==> src/rtl/shifter_ctrl_pkg.sv <==
// shifter_ctrl_pkg
//   Shared definitions for the memory-interface shifter control blocks:
//   FSM state encoding, default beat-count width and a ceil-log2 helper
//   used to size the rotate-amount field.
package shifter_ctrl_pkg;

  localparam int C_COUNT_WIDTH = 16;

  typedef enum logic [1:0] {
    ST_IDLE   = 2'd0,
    ST_STREAM = 2'd1,
    ST_DRAIN  = 2'd2
  } state_e;

  // ceil(log2(value)), never less than 1 so a one-lane shifter still gets a
  // legal 1-bit control field.
  function automatic int C_LOG_2(input int value);
    int r;
    int v;
    r = 0;
    v = value - 1;
    while (v > 0) begin
      r = r + 1;
      v = v >> 1;
    end
    if (r == 0) r = 1;
    return r;
  endfunction

endpackage

==> src/rtl/shifter_ctrl_register.sv <==
// shifter_ctrl_register
//   Holding registers for the command: the rotate amount (kept for the whole
//   command) and the remaining-beat counter.
// Ports
//   clk_i        clock, rising edge
//   rst_i        synchronous active-high reset
//   load_i       capture offset_i / count_i (command accept)
//   dec_i        decrement the remaining count by one
//   offset_i     command lane rotation
//   count_i      command beat count
//   offset_o     held rotate amount (offset modulo NUM_DATA)
//   remaining_o  beats still to be loaded
module shifter_ctrl_register #(
  parameter int NUM_DATA    = 16,
  parameter int CTRL_WIDTH  = 4,
  parameter int COUNT_WIDTH = 16
) (
  input  logic                   clk_i,
  input  logic                   rst_i,
  input  logic                   load_i,
  input  logic                   dec_i,
  input  logic [CTRL_WIDTH-1:0]  offset_i,
  input  logic [COUNT_WIDTH-1:0] count_i,
  output logic [CTRL_WIDTH-1:0]  offset_o,
  output logic [COUNT_WIDTH-1:0] remaining_o
);

  logic [CTRL_WIDTH-1:0]  offset_q, offset_d;
  logic [COUNT_WIDTH-1:0] remaining_q, remaining_d;

  always_comb begin
    offset_d    = offset_q;
    remaining_d = remaining_q;
    if (load_i) begin
      offset_d    = CTRL_WIDTH'(32'(offset_i) % NUM_DATA);
      remaining_d = count_i;
    end else if (dec_i && (remaining_q != '0)) begin
      // Saturate at zero: the counter never wraps.
      remaining_d = remaining_q - COUNT_WIDTH'(1);
    end
  end

  always_ff @(posedge clk_i) begin
    if (rst_i) begin
      offset_q    <= '0;
      remaining_q <= '0;
    end else begin
      offset_q    <= offset_d;
      remaining_q <= remaining_d;
    end
  end

  assign offset_o    = offset_q;
  assign remaining_o = remaining_q;

endmodule

==> src/rtl/shifter_ctrl.sv <==
// shifter_ctrl
//   Control FSM for a lane-rotating shifter fed from memory reads. Accepts
//   one command (offset, beat count), strobes the shifter input registers
//   once per memory beat while keeping the one-register shifter output
//   stage from being overwritten, and flags the last beat and completion.
// Ports
//   ACLK           clock, rising edge
//   RESET          synchronous active-high reset
//   CMD_VALID/READY, CMD_OFFSET, CMD_NUM_BEATS   command handshake
//   IN_VALID/READY memory read beat handshake
//   SHIFT_RD_EN    shifter input load strobe
//   SHIFT_CTRL     shifter rotate amount
//   OUT_VALID/READY/LAST   aligned beat handshake from the shifter
//   DONE           one-cycle completion pulse
//
// state     | meaning
// ----------+--------------------------------------------------------------
// ST_IDLE   | ready for a command (held off for the DONE cycle)
// ST_STREAM | loading beats; remaining > 0
// ST_DRAIN  | all beats loaded; waiting for the last beat to be accepted
module shifter_ctrl
  import shifter_ctrl_pkg::*;
#(
  parameter int NUM_DATA    = 16,
  parameter int CTRL_WIDTH  = C_LOG_2(NUM_DATA),
  parameter int COUNT_WIDTH = C_COUNT_WIDTH
) (
  input  logic                   ACLK,
  input  logic                   RESET,
  input  logic                   CMD_VALID,
  output logic                   CMD_READY,
  input  logic [CTRL_WIDTH-1:0]  CMD_OFFSET,
  input  logic [COUNT_WIDTH-1:0] CMD_NUM_BEATS,
  input  logic                   IN_VALID,
  output logic                   IN_READY,
  output logic                   SHIFT_RD_EN,
  output logic [CTRL_WIDTH-1:0]  SHIFT_CTRL,
  output logic                   OUT_VALID,
  input  logic                   OUT_READY,
  output logic                   OUT_LAST,
  output logic                   DONE
);

  state_e state_q, state_d;
  logic   out_valid_q, out_valid_d;
  logic   out_last_q, out_last_d;
  logic   done_q, done_d;
  logic   cmd_ready;
  logic   cmd_accept;
  logic   load;
  logic [COUNT_WIDTH-1:0] remaining;

  shifter_ctrl_register #(
    .NUM_DATA   (NUM_DATA),
    .CTRL_WIDTH (CTRL_WIDTH),
    .COUNT_WIDTH(COUNT_WIDTH)
  ) u_register (
    .clk_i      (ACLK),
    .rst_i      (RESET),
    .load_i     (cmd_accept),
    .dec_i      (load),
    .offset_i   (CMD_OFFSET),
    .count_i    (CMD_NUM_BEATS),
    .offset_o   (SHIFT_CTRL),
    .remaining_o(remaining)
  );

  always_comb begin
    state_d     = state_q;
    out_valid_d = out_valid_q;
    out_last_d  = out_last_q;
    done_d      = 1'b0;
    cmd_ready   = 1'b0;
    cmd_accept  = 1'b0;
    load        = 1'b0;

    case (state_q)
      ST_IDLE: begin
        // Not ready while DONE is showing, so a back-to-back command is
        // only taken once the previous completion has been signalled.
        cmd_ready = !done_q && !RESET;
        if (cmd_ready && CMD_VALID) begin
          cmd_accept = 1'b1;
          if (CMD_NUM_BEATS == '0) begin
            done_d = 1'b1;
          end else begin
            state_d = ST_STREAM;
          end
        end
      end

      ST_STREAM: begin
        // Load only when the output stage is empty or being emptied now.
        load = IN_VALID && (!out_valid_q || OUT_READY) && !RESET;
        if (load) begin
          out_valid_d = 1'b1;
          if (remaining == COUNT_WIDTH'(1)) begin
            out_last_d = 1'b1;
            state_d    = ST_DRAIN;
          end
        end else if (out_valid_q && OUT_READY) begin
          out_valid_d = 1'b0;
        end
      end

      ST_DRAIN: begin
        if (out_valid_q && OUT_READY && out_last_q) begin
          out_valid_d = 1'b0;
          out_last_d  = 1'b0;
          done_d      = 1'b1;
          state_d     = ST_IDLE;
        end
      end

      default: begin
        state_d     = ST_IDLE;
        out_valid_d = 1'b0;
        out_last_d  = 1'b0;
      end
    endcase
  end

  always_ff @(posedge ACLK) begin
    if (RESET) begin
      state_q     <= ST_IDLE;
      out_valid_q <= 1'b0;
      out_last_q  <= 1'b0;
      done_q      <= 1'b0;
    end else begin
      state_q     <= state_d;
      out_valid_q <= out_valid_d;
      out_last_q  <= out_last_d;
      done_q      <= done_d;
    end
  end

  assign CMD_READY   = cmd_ready;
  assign IN_READY    = load;
  assign SHIFT_RD_EN = load;
  assign OUT_VALID   = out_valid_q;
  assign OUT_LAST    = out_last_q;
  assign DONE        = done_q;

endmodule

==> config.mk <==
export PLATFORM = sky130hd
export DESIGN_NAME = shifter_ctrl
export DESIGN_NICKNAME = d
export VERILOG_FILES = /design/src/rtl/shifter_ctrl_pkg.sv /design/src/rtl/shifter_ctrl_register.sv /design/src/rtl/shifter_ctrl.sv
export SDC_FILE = /design/constraint.sdc
export NUM_CORES = 1
export LEC_CHECK = 0
export BUFFER_PORTS_ARGS = -buffer_cell sky130_fd_sc_hd__buf_2
export CORE_UTILIZATION = 40
export DETAILED_ROUTE_END_ITERATION = 6
export GPL_ROUTABILITY_DRIVEN = 0
export SYNTH_ARGS = -nofsm -noshare
export SYNTH_HDL_FRONTEND = slang
export SYNTH_SLANG_ARGS = --single-unit
==> constraint.sdc <==
create_clock -name ACLK -period 3.8 [get_ports ACLK]
set_clock_uncertainty 0.1 [all_clocks]
set_input_delay 0.38 -clock ACLK [delete_from_list [all_inputs] [get_ports ACLK]]
set_output_delay 0.38 -clock ACLK [all_outputs]
set_load 0.05 [all_outputs]
==> flow_summary.toml, run 1 <==
[clocking]
root_buffer = "clkbuf_4"
numClockSinks = 25
cts_tree = "yes"
post_cts_buffers = 0
cts_resized = 0
cts_made_buffers = 3
clk_pin_slew_ns = 0.15
cts_max_level = 1
cts_buffer_depth = 2
ctsHoldBuffers = 0
clk_latency_ns = 0.33

[die]
die_area_mm2 = 0.00388
core_mm2 = 0.00342
row_count = 21
die_x_um = 62.3
io_pins = 35
start_util = 0.425
die_h_um = 62.3

[worst_setup_path]
cp_max_fo = 9
worstSetupPathType = "reg2out"
cp.arrival_ns = 2.05
end_kind = "output pin"
worstSetupStartpointType = "flip-flop"
cp.required_ns = 3.32

[yosys]
synth_cell_types = 48
synth_common_cells = "nand2_1, dfxtp_1, nor2_1"
yosysMostFrequentCell = "nand2_1"
synthCells = 180
syn_area_mm2 = 0.00145
yosysTopAreaCellShare = 0.345
yosysSeqAreaShare = 0.345
yosysTopAreaCell = "dfxtp_1"
synth-edff-count = 0
syn_nets = 207
ys_seq_elements = 25
synthArstFlopShare = 0
ys.flop_type = "dfxtp_1"
synth_area_per_cell_um2 = 8.07
synth_warnings = 0
synthTopCellsByArea = "dfxtp_1, nand2_1, a31oi_1, a21oi_1, nor2_1"

[detailed_routing]
drtIter0Drc = 74
route.detailed.drc = 0
routed_via_density = 5.71
antenna_left = 0
avgRoutedWirePerCell_um = 14.6
vias = 1450
drt_pass1_iterations = 6
finalWirelength_um = 3700

[global_route]
grt_pass1_wl_um = 6130
grt_overflow = 0
first_global_vias = 1320
grt_max_degree = 28
grt_util_all_layers = 0.200
antenna_found_initial = 0

[timing]
timing.setup.tns_ns = 0
hold_viol = 0
fmax_ghz = 0.396
fin_crit_ns = 2.53
worstMarginPinSlew_ns = 0.611
finalCritPeriodShare = 0.665
rsz0062_at_grt = "no"
finalSetupViolCount = 0
slew_viol_final = 0
max_slew_margin = 0.592

[status]
status = "completed"

[cells_and_area]
diodes = 0
fillers = 357
instances_no_fill = 254
area_growth_pct = 15.2
layout.nets = 236
stdcell_area_mm2 = 0.00167
drive_above_1_share = 0.240
final_core_util = 0.490

[placement]
numPortBuffers = 34
dp_cells = 250
dpl_cell_area_mm2 = 0.00164
hpwl_um = 2750

[power]
power.internal_uw = 379
comb_power_share = 0.280
p_seq_frac = 0.502
power_frac_clock = 0.217
power_leakage_uw = 0.000643
p_switching_uw = 212
switching_share = 0.359
p_per_area_mw_per_mm2 = 353
ir_drop_mv = 0.166

[min_path]
hold_class = "in2reg"

[run]
max_cap_viol_count = 0
## power by group through the flow
stage               Combinational [uW]  Sequential, uW  Clock, uW
finish                             166             297        128
global route                       182             300        150
CTS                                166             296        133
detailed placement                 165             302          0
global placement                   165             301          0
floorplan                          119             306          0
## per-stage QoR
| step | worst slack, ns | power, uW | hold WS (ns) |
|---|---|---|---|
| after floorplan | 0.501 | 424 | 0.360 |
| after detailed placement | 1.37 | 467 | 0.347 |
| after global placement | 1.45 | 466 | 0.341 |
| after CTS | 1.27 | 595 | 0.153 |
| after global routing | 1.16 | 631 | 0.120 |
| final | 1.27 | 591 | 0.156 |
## state kept, by name, indices dropped and copies added, names as in the netlist
name / cells
DONE: 1
state_q: 2
OUT_VALID: 1
OUT_LAST: 1
u_register.remaining_o: 16
u_register.offset_o: 4
## layout make-up
class	instances	area [um2]	area share
inverters	7	27.5	0.0165
well taps	46	57.6	0.0344
repair buffers	35	178	0.106
flip-flops and latches	25	500	0.299
clock buffers	3	22.5	0.0135
multi-input cells	137	880	0.526
clock inverters	1	7.51	0.00449
## logic make-up after synthesis
| logic type | share of synthesized area |
|---|---|
| flops | 0.345 |
| fa+ha+maj | 0.0172 |
| simple gates | 0.303 |
| mux | 0.00689 |
| buf+inv | 0.0534 |
| compound gates | 0.275 |
## worst max-delay path: stages (launching register included)
cell and delay [ns]:
dfxtp_1 0.54, nand2b_1 0.13, or3_1 0.52, clkinv_2 0.21, buf_2 0.30
## metal layers
metal,global-route usage,vias up,part of all wire
met2,0.337,22,0.48
met4,0.0552,0,0.014
met3,0.0478,6,0.031
met5,0,-,0
met1,0.253,688,0.47
li1,-,734,-
## layout by cell type (no fill, tap or decap), types with 3 or more instances in the layout
cell type   n
a21oi_1    10
nand3_1     6
nor3_1      6
dfxtp_1    25
a22oi_1     3
nor2b_1     3
clkbuf_4    3
or3_1       5
o211ai_1    5
a31oi_1     9
inv_1       6
nor4_1      7
nor2_1     12
nand2_1    31
o311ai_1    3
buf_2      34
## path summary, 6_finish.rpt
path                                   from                         end  slack [ns]  cells past startpoint
setup / recovery                 state_q[0]                 SHIFT_RD_EN        1.27                      4
hold reg to reg      u_register.offset_o[2]      u_register.offset_o[2]        0.36                      2
hold / removal                CMD_OFFSET[2]      u_register.offset_o[2]        0.16                      3
setup reg to reg  u_register.remaining_o[8]  u_register.remaining_o[12]        1.50                      5
(Power assumes the default switching activity.)
==> run 2, diff against run 1 <==
clock period = 2.6 ns   (was 3.8 ns; I/O delays follow)
==> run 2 against run 1 <==
Count of clock-buffer cells in the layout unchanged. Die area unchanged. Critical path type is now reg2reg. Core utilization up 1.3 points. Critical endpoint is now u_register.remaining_o[14]. Global-route usage about the same. Setup slack worse by 0.96 ns. Non-clock buffer count up 5.
==> flow_summary.toml, run 2 (synthesis gave the netlist of run 1 again) <==
[cells_and_area]
instances_no_fill = 259
diodes = 0
final_core_util = 0.503
area_growth_pct = 18.2
layout_commonest_cell = "buf_2"
layout.nets = 241
layout_common_cells = "buf_2, nand2_1, dfxtp_1"
largest_reg_flops = 16
drive_above_1_share = 0.263
fillers = 353

[timing]
finalCritPeriodShare = 0.879
timing.setup.tns_ns = 0
holdWs_ns = 0.0479
rsz0062_at_grt = "no"
fmax_ghz = 0.438
max_slew_margin = 0.557
finalSetupViolCount = 0
worstMarginPinSlew_ns = 0.663
hold_viol = 0
fin_crit_ns = 2.28
slew_viol_final = 0

[worst_setup_path]
cp_cell_sequence = "or4_1, or2_4, o311ai_4, o211ai_1, a31oi_1"
worstSetupPathType = "reg2reg"
worstSetupStartpointType = "flip-flop"
cp.required_ns = 2.77
slowest_delay_ns = 0.70
cp.arrival_ns = 2.45
path_buf_inv = 0
crit_family = "simple AND/OR/NAND/NOR gates"
cp_slowest_cell = "or4_1"
end_kind = "flip-flop"
cp_max_fo = 8

[detailed_routing]
route.detailed.drc = 0
vias = 1472
finalWirelength_um = 3660
routed_via_density = 5.68
avgRoutedWirePerCell_um = 14.1
drtIter0Drc = 111
drt_pass1_iterations = 5
antenna_left = 0

[clocking]
cts_max_level = 1
clk_latency_ns = 0.33
root_buffer = "clkbuf_4"
numClockSinks = 25
cts_made_buffers = 3
cts_resized = 0
clk_pin_slew_ns = 0.15
post_cts_buffers = 0
cts_buffer_depth = 2
ctsHoldBuffers = 0
cts_tree = "yes"

[die]
start_util = 0.425
die_area_mm2 = 0.00388
die_h_um = 62.3
io_pins = 35
row_count = 21
core_mm2 = 0.00342
die_x_um = 62.3

[placement]
hpwl_um = 2730
numPortBuffers = 34
dp_cells = 255

[global_route]
top_usage_layer = "met2"
grtUsageMet2 = 0.326
met1_usage = 0.277
grt_util_met3 = 0.0239
grt_util_all_layers = 0.200
antenna_found_initial = 0
grt_max_degree = 27
grt_pass1_wl_um = 6240
grt_overflow = 0
first_global_vias = 1366

[power]
p_per_area_mw_per_mm2 = 509
power_leakage_uw = 0.000668
ir_drop_mv = 0.209

[run]
max_cap_viol_count = 0

[status]
status = "completed"

[min_path]
hold_class = "in2reg"
## run 2: cell types whose count changed in the layout (fill, tap and decap cells not counted)
cell    before  now
buf_4        1    6
nor4_1       7    6
nor4_2       0    1
## run 2: layout make-up
class / instances / area (um2) / area share
flip-flops and latches: 25 / 500 / 0.292
clock buffers: 3 / 22.5 / 0.0131
clock inverters: 1 / 7.51 / 0.00437
repair buffers: 40 / 215 / 0.125
multi-input cells: 137 / 886 / 0.516
inverters: 7 / 27.5 / 0.0160
well taps: 46 / 57.6 / 0.0335
## run 2: through the flow
stage | setup WS [ns] | total power [uW] | cell area [um2]
6_report | 0.316 | 874 | 1720
5_1_grt | 0.196 | 922 | 1720
4_1_cts | 0.324 | 874 | 1720
3_5_place_dp | 0.373 | 688 | 1690
3_3_place_gp | 0.416 | 685 | 1690
2_1_floorplan | 0.0308 | 621 | 1460
## run 2: path summary, 6_finish.rpt
check	from	endpoint	slack (ns)	cells past startpoint
max	u_register.remaining_o[8]	u_register.remaining_o[14]	0.32	5
min	CMD_OFFSET[2]	u_register.offset_o[2]	0.05	3
min reg2reg	u_register.offset_o[2]	u_register.offset_o[2]	0.36	2
max reg2reg	u_register.remaining_o[8]	u_register.remaining_o[14]	0.32	5
## run 2: worst reg2reg max path, cell delays in order (launching register included)
cell and delay (ns):
dfxtp_1 0.39, or4_1 0.70, or2_4 0.36, o311ai_4 0.34
o211ai_1 0.12, a31oi_1 0.21
## run 2: layer usage
layer	routed length (um)	up-vias
li1	-	737
met1	1720	700
met2	1780	31
met3	127	4
met4	29	0
met5	0	-
## run 2: report_power, final
| part | internal (uW) | switching (uW) |
|---|---|---|
| Clock | 58.9 | 133 |
| Combinational | 93.7 | 157 |
| Sequential | 407 | 24.4 |
| Total | 559 | 315 |
